<file path="config.mk">
export PLATFORM = sky130hd
export DESIGN_NAME = codificador_sequencial
export DESIGN_NICKNAME = d
export VERILOG_FILES = /design/src/rtl/codificador_sequencial.sv
export SDC_FILE = /design/constraint.sdc
export NUM_CORES = 1
export LEC_CHECK = 0
export BUFFER_PORTS_ARGS = -buffer_cell sky130_fd_sc_hd__buf_2
export CORE_UTILIZATION = 42
export DETAILED_ROUTE_END_ITERATION = 7
export PLACE_DENSITY = 0.66
export SLEW_MARGIN = 20
export SYNTH_ARGS = -nofsm -noshare
export SYNTH_HDL_FRONTEND = slang
export SYNTH_SLANG_ARGS = --single-unit
</file>
<file path="constraint.sdc">
create_clock -name clk -period 2.8 [get_ports clk]
set_input_delay 0.14 -clock clk [delete_from_list [all_inputs] [get_ports clk]]
set_output_delay 0.14 -clock clk [all_outputs]
set_load 0.02 [all_outputs]
</file>
<file path="src/rtl/codificador_sequencial.sv">
// codificador_sequencial: sequential priority encoder.
// Captures a request vector and hands out the index of each set bit,
// one per valid/ready transfer, lowest-first or highest-first.
module codificador_sequencial #(
    parameter int LARGURA      = 8,
    parameter int SEL          = 3,
    parameter int MSB_PRIMEIRO = 0
) (
    input  logic               clk,
    input  logic               rst,
    input  logic               enable,
    input  logic               load,
    input  logic [LARGURA-1:0] y,
    input  logic               ready,
    output logic [SEL-1:0]     a,
    output logic               valid,
    output logic               busy,
    output logic               vazio,
    output logic               done,
    output logic [SEL:0]       qtd
);

    typedef enum logic {
        IDLE = 1'b0,
        EMIT = 1'b1
    } estado_t;

    estado_t            estado, prox_estado;
    logic [LARGURA-1:0] pend, pend_prox, pend_limpo;
    logic [SEL:0]       qtd_prox, contagem;
    logic               vazio_prox, done_prox;
    logic [SEL-1:0]     indice;
    logic               aceita, transfere;

    // Priority index of pending bits; the last match in scan order wins.
    always_comb begin
        int unsigned idx;
        logic [SEL-1:0] pos;
        indice = '0;
        for (int unsigned i = 0; i < LARGURA; i++) begin
            idx = (MSB_PRIMEIRO != 0) ? i : (LARGURA - 1 - i);
            pos = idx[SEL-1:0];
            if (pend[pos]) indice = pos;
        end
    end

    // Population count of the incoming request vector.
    always_comb begin
        contagem = '0;
        for (int unsigned i = 0; i < LARGURA; i++) begin
            contagem = contagem + {{SEL{1'b0}}, y[i]};
        end
    end

    // Pending vector with the currently offered bit removed.
    always_comb begin
        pend_limpo         = pend;
        pend_limpo[indice] = 1'b0;
    end

    assign aceita    = (estado == IDLE) && enable && load;
    assign transfere = (estado == EMIT) && enable && ready;

    // Next-state logic for the IDLE/EMIT controller.
    always_comb begin
        prox_estado = estado;
        pend_prox   = pend;
        qtd_prox    = qtd;
        vazio_prox  = 1'b0;
        done_prox   = 1'b0;
        case (estado)
            IDLE: begin
                if (aceita) begin
                    pend_prox = y;
                    qtd_prox  = contagem;
                    if (y != '0) prox_estado = EMIT;
                    else         vazio_prox  = 1'b1;
                end
            end
            EMIT: begin
                if (transfere) begin
                    pend_prox = pend_limpo;
                    if (pend_limpo == '0) begin
                        prox_estado = IDLE;
                        done_prox   = 1'b1;
                    end
                end
            end
            default: prox_estado = IDLE;
        endcase
    end

    // State and data registers.
    always_ff @(posedge clk or posedge rst) begin
        if (rst) begin
            estado <= IDLE;
            pend   <= '0;
            qtd    <= '0;
            vazio  <= 1'b0;
            done   <= 1'b0;
        end else begin
            estado <= prox_estado;
            pend   <= pend_prox;
            qtd    <= qtd_prox;
            vazio  <= vazio_prox;
            done   <= done_prox;
        end
    end

    // pend is all-zero outside EMIT, so the index reads 0 when idle.
    assign a     = indice;
    assign valid = (estado == EMIT) && enable;
    assign busy  = (estado == EMIT);

endmodule

</file>
Word level (Yosys, flattened, before mapping)
Cells that the tools add are included.

Register bits: 15. Word-level logic and storage cells: 52. Input bits: 13. Output and inout port bits: 11.

Add/sub/neg operators: 7. Eq/ne operators: 2. $lt $le $gt $ge: 2. Reduce and logical (&&, ||, !) cells: 9. Muxes and demuxes: 24. Bitwise operators: 3.

Operator list (count): two-way mux 3 bit (8); adder 4 x 1 -> 4 bit (4); two-way mux 8 bit (2); case mux 8 bit (2 select lines) (1); two-way mux 1 bit (11); AND 8 bit (1); logical NOT 8 bit (1); inverter 8 bit (1); nonzero test 8 bit (1); logical AND 1 bit (5); adder 3 x 1 -> 4 bit (1); < comparator 3 x 4 -> 1 bit, second input constant (1); AND reduction 2 bit (2); adder 2 x 1 -> 3 bit (1); demux 1 bit (select 3 bit) (1); greater-or-equal comparator 3 x 1 -> 1 bit, second input constant (1); adder 1 x 1 -> 2 bit (1); != test 2 x 1 -> 1 bit, second input constant (1); != test 2 bit, second input constant (1); case mux 1 bit (2 select lines) (1); inverter 1 bit (1).

Logic depth before layout (Yosys ltp)
Gate-level depths: netlist (run 1).

Depth in word-level cells: 18. Gate-level depth with buffers: 10. Depth with buffers taken out: 10.

Least setup slack after synthesis (run 1)
Ideal clock, no wire load.

Kind: input-to-reg. Start: input y[0]. End: register qtd[2]. Required time: 2.716 ns. Path slack: 0.264 ns. Arrival time: 2.452 ns. Path buffers: 0. Library setup time: 0.084 ns. Stages: 10. Path through: fa_1 > inv_1 > fa_1 > fa_1 > inv_1 > ha_1 > inv_1 > fa_1 > xor2_1 > o21ai_0.

Cells in the longest elaborated chain, start to end: 7.

RTL lines: start: declaration (RTL line 13) `input logic [LARGURA-1:0] y,`; adder 1 x 1 -> 2 bit (RTL line 51) `contagem = contagem + {{SEL{1'b0}}, y[i]};`; adder 2 x 1 -> 3 bit (RTL line 51); adder 3 x 1 -> 4 bit (RTL line 51); adder 4 x 1 -> 4 bit (4 in series) (RTL line 51); end signal: assignment (RTL line 104) `qtd <= qtd_prox;`; end: declaration (RTL line 20) `output logic [SEL:0] qtd`.

No other way between the ends. A chain may end at the register's enable or synchronous reset.

Worst setup path after layout (run 1)
Same ends and word-level chain as after synthesis.

==> results of run 1 <==
[cells in the mapped netlist, types with 2 or more instances]
library cell,instances,area [um^2]
nand3_1,3,15.0
nor3_1,3,15.0
a21oi_1,5,25.0
dfrtp_1,15,375
nand2_1,10,37.5
a211o_1,2,17.5
o21ai_0,10,50.1
ha_1,4,50.1
a22o_1,3,26.3
a211oi_1,2,15.0
a21o_1,2,15.0
fa_1,4,80.1
o31a_1,2,17.5
nor2_1,5,18.8
inv_1,17,63.8
[worst max path at each step]
stage | startpoint | to | slack (ns) | cells after the start
3_3_place_gp | y[0] | qtd[2]$_DFFE_PP0P_ | 0.06 | 11
6_report | y[0] | qtd[2]$_DFFE_PP0P_ | 0.32 | 11
5_1_grt | y[0] | qtd[2]$_DFFE_PP0P_ | 0.21 | 11
3_5_place_dp | y[0] | qtd[2]$_DFFE_PP0P_ | 0.04 | 11
2_1_floorplan | y[0] | qtd[2]$_DFFE_PP0P_ | 0.26 | 10
4_1_cts | y[0] | qtd[2]$_DFFE_PP0P_ | 0.33 | 11
[critical path: cells and delay by family]
kind | cells | cell delay (ns)
compound gates | 1 | 0.14
xor+xnor | 1 | 0.15
fa+ha+maj | 5 | 1.97
buf+inv | 4 | 0.31
[power by group]
group | total (mW) | internal (mW) | switching (mW)
combinational | 0.603 | 0.253 | 0.350
sequential | 0.369 | 0.290 | 0.0785
clock | 0.128 | 0.0532 | 0.0751
total | 1.10 | 0.596 | 0.503
[state kept, by name (all words and copies together), names as in the netlist]
signal and count:
busy 1, vazio 1, done 1, qtd 4, pend 8
[cell type report]
cell class / count / area, um^2 / area share
clock buffers: 3 / 22.5 / 0.0190
clock inverters: 1 / 5.00 / 0.00423
inverters: 17 / 63.8 / 0.0540
multi-input cells: 74 / 556 / 0.470
flip-flops and latches: 15 / 375 / 0.317
well taps: 28 / 35.0 / 0.0296
repair buffers: 24 / 125 / 0.106
[layer usage]
metal,vias to the layer above,GRT usage
li1,431,-
met1,427,0.250
met2,15,0.329
met3,7,0.0273
met4,0,0.116
met5,-,0
[repair_timing]
item / in CTS / in global routing
endpoints found under the setup margin: 0 / 0
hold endpoints to repair: 15 / 0
hold buffers: 1 / 0
gates resized for setup: 0 / 0
[logic make-up (layout without fill, tap and decap cells)]
group,count (synthesis),after routing,share of synthesized area
AOI/OAI and AO/OA,31,31,0.209
and+or+nand+nor,33,33,0.197
xor gates and xnor gates,1,1,0.00877
buffers and inverters,18,45,0.0677
DFF,15,15,0.376
adders and majority gates,9,9,0.142
[through the flow]
| step | area, um^2 | worst slack (ns) | hold WS, ns |
|---|---|---|---|
| floorplan | 998 | 0.264 | 0.0415 |
| global placement | 1140 | 0.0635 | 0.234 |
| detailed placement | 1140 | 0.0351 | 0.232 |
| CTS | 1180 | 0.327 | 0.0983 |
| global route | 1180 | 0.210 | 0.123 |
| finish | 1180 | 0.321 | 0.102 |
==> reports/metrics.cfg, run 1 <==
[finish]
layout.nets = 156
n_fill_cell = 220
final_common_cell = buf_2
most-common-layout-cells = 23 x buf_2, 17 x inv_1, 15 x dfrtp_1
final_cells = 162
synthToLayoutAreaGrowth_pct = 18.4
antenna_cells = 0
fin_util = 0.529
drive_above_1_share = 0.261

[hold_path]
hold_depth = 3
hold_path.startpoint = y[7]
holdPathEnd = pend[7]$_DFFE_PP0P_
hold_class = primary input to flop

[synthesis]
ys_types = 35
synth_top_flop_cell = dfrtp_1
synth-seq-cells = 15
ys_async_sr_fraction = 1.00
synth_area_um2 = 998
synth-edff-count = 0
synth-seq-area-share = 0.376
syn_area_per_cell_um2 = 9.33
yosysWarnings = 0
synth_cells = 107
synth_nets = 128

[global_route]
grt_pass1_vias = 859
antenna_found_initial = 0
overflow = 0
track_usage = 0.200
grt_max_degree = 16
grt_pass1_wl_mm = 3.71

[place]
routabilityCongestion = 0.871
io_buffers = 23
dp.cells = 157
place_hpwl_mm = 1.74

[setup_path]
crit_required_ns = 3.01
slowest_delay_ns = 0.53
slowest_stage = fa_1
r2r_slack_ns = 0.94
r2r-start = pend[2]$_DFFE_PP0P_
path_max_fanout = 3
cp.arrival_ns = 2.69
crit_path_cell_trace = buf_2 -> fa_1 -> inv_1 -> fa_1 -> fa_1 -> inv_1 -> ha_1 -> inv_1 -> fa_1 -> xor2_1 -> o21ai_0
end_kind = flop
critPathLaunchType = primary input
rr_worst_depth = 4
crit_top_cell = fa_1
timing.rr.end = busy$_DFF_PP0_
critPathKind = primary input to flop

[detailed_routing]
wl_met3_um = 52
ant_nets = 0
dr_wl_met2_mm = 1.15
drt_iter0_drc = 11
wirelength_mm = 2.25
route.detailed.drc = 0
first_pass_iters = 4
wl_met1_um = 981
post_drt_wl_per_cell_um = 13.9
top_layer = met4
via_count = 880
viasPerCell = 5.43

[sta]
rsz0062_at_grt = no
finalCritPeriodShare = 0.885
max-slew-margin-rel = 0.605
drv_slew = 0
post-route-min-period_ns = 2.48
finalHoldViolations = 0
fin_tns_setup_ns = 0
tightest_slew_ns = 0.592
max_freq_mhz = 403
skew_ns = 0.00355
setup_viol = 0

[flow_run]
drv_cap = 0

[clock_network]
cts.path.max_buffers = 2
htree_num_levels = 1
cts_setup_buffers = 0
path_clk_slew_ns = 0.10
cts_root_buf = clkbuf_4
clkSinkCount = 15
cts_buffers = 3
tritoncts = done
clock_latency_ns = 0.29

[outcome]
status = completed

[floorplan]
die_area_um2 = 2580
io_pins = 24
coreArea_um2 = 2230
start_util = 0.447
die_y_um = 50.8
die_width_um = 50.8
fp-row-count = 17

[pwr]
p_leak_nw = 0.625
vdd_drop_max_v = 0.000503
pwr_density_cell_nw_per_um2 = 930
power_mw = 1.10

No activity file was read; power rests on OpenSTA's default activity.
==> run 2, diff against run 1 <==
- BUFFER_PORTS_ARGS: -buffer_cell sky130_fd_sc_hd__buf_2 -> default
- DONT_BUFFER_PORTS: default -> 1
- PLACE_DENSITY: 0.66 -> 0.57
==> run 2 against run 1 <==
Sequential power rose by 13%; core utilization fell by 3.4 points; clock skew fell by 0.00054 ns; non-clock buffer count fell by 19; clock power barely moved; die area did not move; cell area fell by 6.5%; sequential cell count did not move; global-route usage rose by 2.2 points; register-to-register slack got worse by 0.02 ns; largest power group unchanged; largest cell class unchanged; maximum frequency rose by 4.0%; first-iteration DRC count fell by 27%; highest routed layer unchanged.
==> reports/metrics.cfg, run 2 (synthesis gave the netlist of run 1 again) <==
[pwr]
vdd_drop_max_v = 0.000464  ; -7.9%
pwr_density_cell_nw_per_um2 = 932  ; +0.29%
p_leak_nw = 0.543  ; -13%

[clock_network]
postCtsHoldBufs = 5  ; +4
clock_latency_ns = 0.28  ; about the same
cts_root_buf = clkbuf_4
clkSinkCount = 15  ; unchanged
post_cts_resized = 0  ; unchanged
cts.path.max_buffers = 2  ; unchanged
tritoncts = done
path_clk_slew_ns = 0.09  ; about the same
cts_setup_buffers = 0  ; unchanged
cts_buffers = 3  ; unchanged
htree_num_levels = 1  ; unchanged

[sta]
setup_viol = 0  ; unchanged
finalHoldViolations = 0  ; unchanged
fin_tns_setup_ns = 0  ; unchanged
finalCritPeriodShare = 0.851  ; -0.0339
max-slew-margin-rel = 0.587  ; -0.0177
tightest_slew_ns = 0.615  ; +0.0225 ns
skew_ns = 0.00302  ; -0.000535 ns
post-route-min-period_ns = 2.38  ; -0.0949 ns
max_freq_mhz = 419  ; +4.0%
timing.hold.ws_ns = 0.0277  ; -0.0746 ns
rsz0062_at_grt = no
drv_slew = 0  ; unchanged

[global_route]
busiest_layer = met2
antenna_found_initial = 0  ; unchanged
grt_pass1_wl_mm = 4.09  ; +10%
use_met1 = 0.276  ; +0.0269
overflow = 0  ; unchanged
track_usage = 0.223  ; +0.0223
use_met2 = 0.371  ; +0.0422
met3_usage = 0.0394  ; +0.0121
grt_max_degree = 16  ; unchanged
grt_pass1_vias = 898  ; +4.5%

[floorplan]
die_width_um = 50.8  ; unchanged
coreArea_um2 = 2230  ; unchanged
die_area_um2 = 2580  ; unchanged
die_y_um = 50.8  ; unchanged
fp-row-count = 17  ; unchanged
start_util = 0.447  ; unchanged
io_pins = 24  ; unchanged

[finish]
layout.nets = 137  ; -12%
antenna_cells = 0  ; unchanged
largest-register = pend
synthToLayoutAreaGrowth_pct = 10.8
fin_util = 0.495  ; -0.0342
most-common-layout-cells = 17 x inv_1, 15 x dfrtp_1, 10 x o21ai_0, 10 x nand2_1
final_common_cell = inv_1
top_regs = pend: 8 flops, qtd: 4 flops
drive_above_1_share = 0.0957  ; -0.166
largest_register_ffs = 8  ; unchanged
n_fill_cell = 227  ; +3.2%
final_cells = 143  ; -12%

[detailed_routing]
post_drt_wl_per_cell_um = 16.3  ; +18%
drt_iter0_drc = 8  ; -3
ant_nets = 0  ; unchanged
viasPerCell = 5.60  ; +3.1%
first_pass_iters = 4  ; unchanged
via_count = 801  ; -9.0%
wirelength_mm = 2.33  ; +3.9%
route.detailed.drc = 0  ; unchanged

[place]
routabilityCongestion = 0.900  ; +3.4%
place_hpwl_mm = 1.80  ; +3.4%
dp.cells = 134  ; -15%
io_buffers = 0  ; -100%

[setup_path]
critPathLaunchType = primary input
path_max_fanout = 3  ; unchanged
critPathKind = primary input to flop
crit_required_ns = 3.00  ; about the same
cp.arrival_ns = 2.58  ; -0.11 ns
end_kind = flop

[hold_path]
hold_class = primary input to flop

[flow_run]
drv_cap = 0  ; unchanged

[outcome]
status = completed

run 2: routing by layer:
| layer | routed length [um] | vias up |
|---|---|---|
| li1 | - | 390 |
| met1 | 1020 | 384 |
| met2 | 1180 | 21 |
| met3 | 79 | 6 |
| met4 | 57 | 0 |
| met5 | 0 | - |
run 2: worst max-delay path: stages:
cell and delay, ns:
fa_1 0.53, inv_1 0.05, fa_1 0.50, fa_1 0.43, inv_1 0.07, ha_1 0.15
inv_1 0.05, fa_1 0.37, xor2_1 0.15, o21ai_0 0.15
run 2: report_power, final:
| group | switching [mW] | internal [mW] | leakage [nW] | total (mW) |
|---|---|---|---|---|
| sequential | 0.127 | 0.290 | 0.193 | 0.417 |
| clock | 0.0701 | 0.0552 | 0.0150 | 0.125 |
| combinational | 0.288 | 0.201 | 0.335 | 0.489 |
| total | 0.485 | 0.546 | 0.543 | 1.03 |
run 2: final timing paths:
| kind | slack [ns] | cells after the start | to | from |
|---|---|---|---|---|
| setup / recovery | 0.42 | 10 | qtd[2]$_DFFE_PP0P_ | y[0] |
| hold / removal | 0.03 | 2 | done$_DFF_PP0_ | ready |
| setup reg to reg | 0.92 | 4 | busy$_DFF_PP0_ | pend[2]$_DFFE_PP0P_ |
| hold reg to reg | 0.58 | 2 | pend[7]$_DFFE_PP0P_ | pend[7]$_DFFE_PP0P_ |
| max in group asynchronous | 2.04 | 2 | done$_DFF_PP0_ | rst |
| min in group asynchronous | 0.38 | 2 | pend[0]$_DFFE_PP0P_ | rst |
run 2: stage by stage:
stage,total power [mW],setup WS [ns],instance area (um^2)
after floorplan,0.805,0.264,998
final,1.03,0.416,1110
after global placement,0.894,0.185,1030
after CTS,1.04,0.397,1110
after detailed placement,0.906,0.0990,1030
after global routing,1.12,0.276,1110
run 2: final cells by class:
class / count / area [um^2] / area share
clock buffer: 4 / 26.3 / 0.0238
inverter: 17 / 63.8 / 0.0577
multi-input combinational: 74 / 556 / 0.502
sequential: 15 / 375 / 0.339
tap: 28 / 35.0 / 0.0317
timing repair buffer: 5 / 50.0 / 0.0452
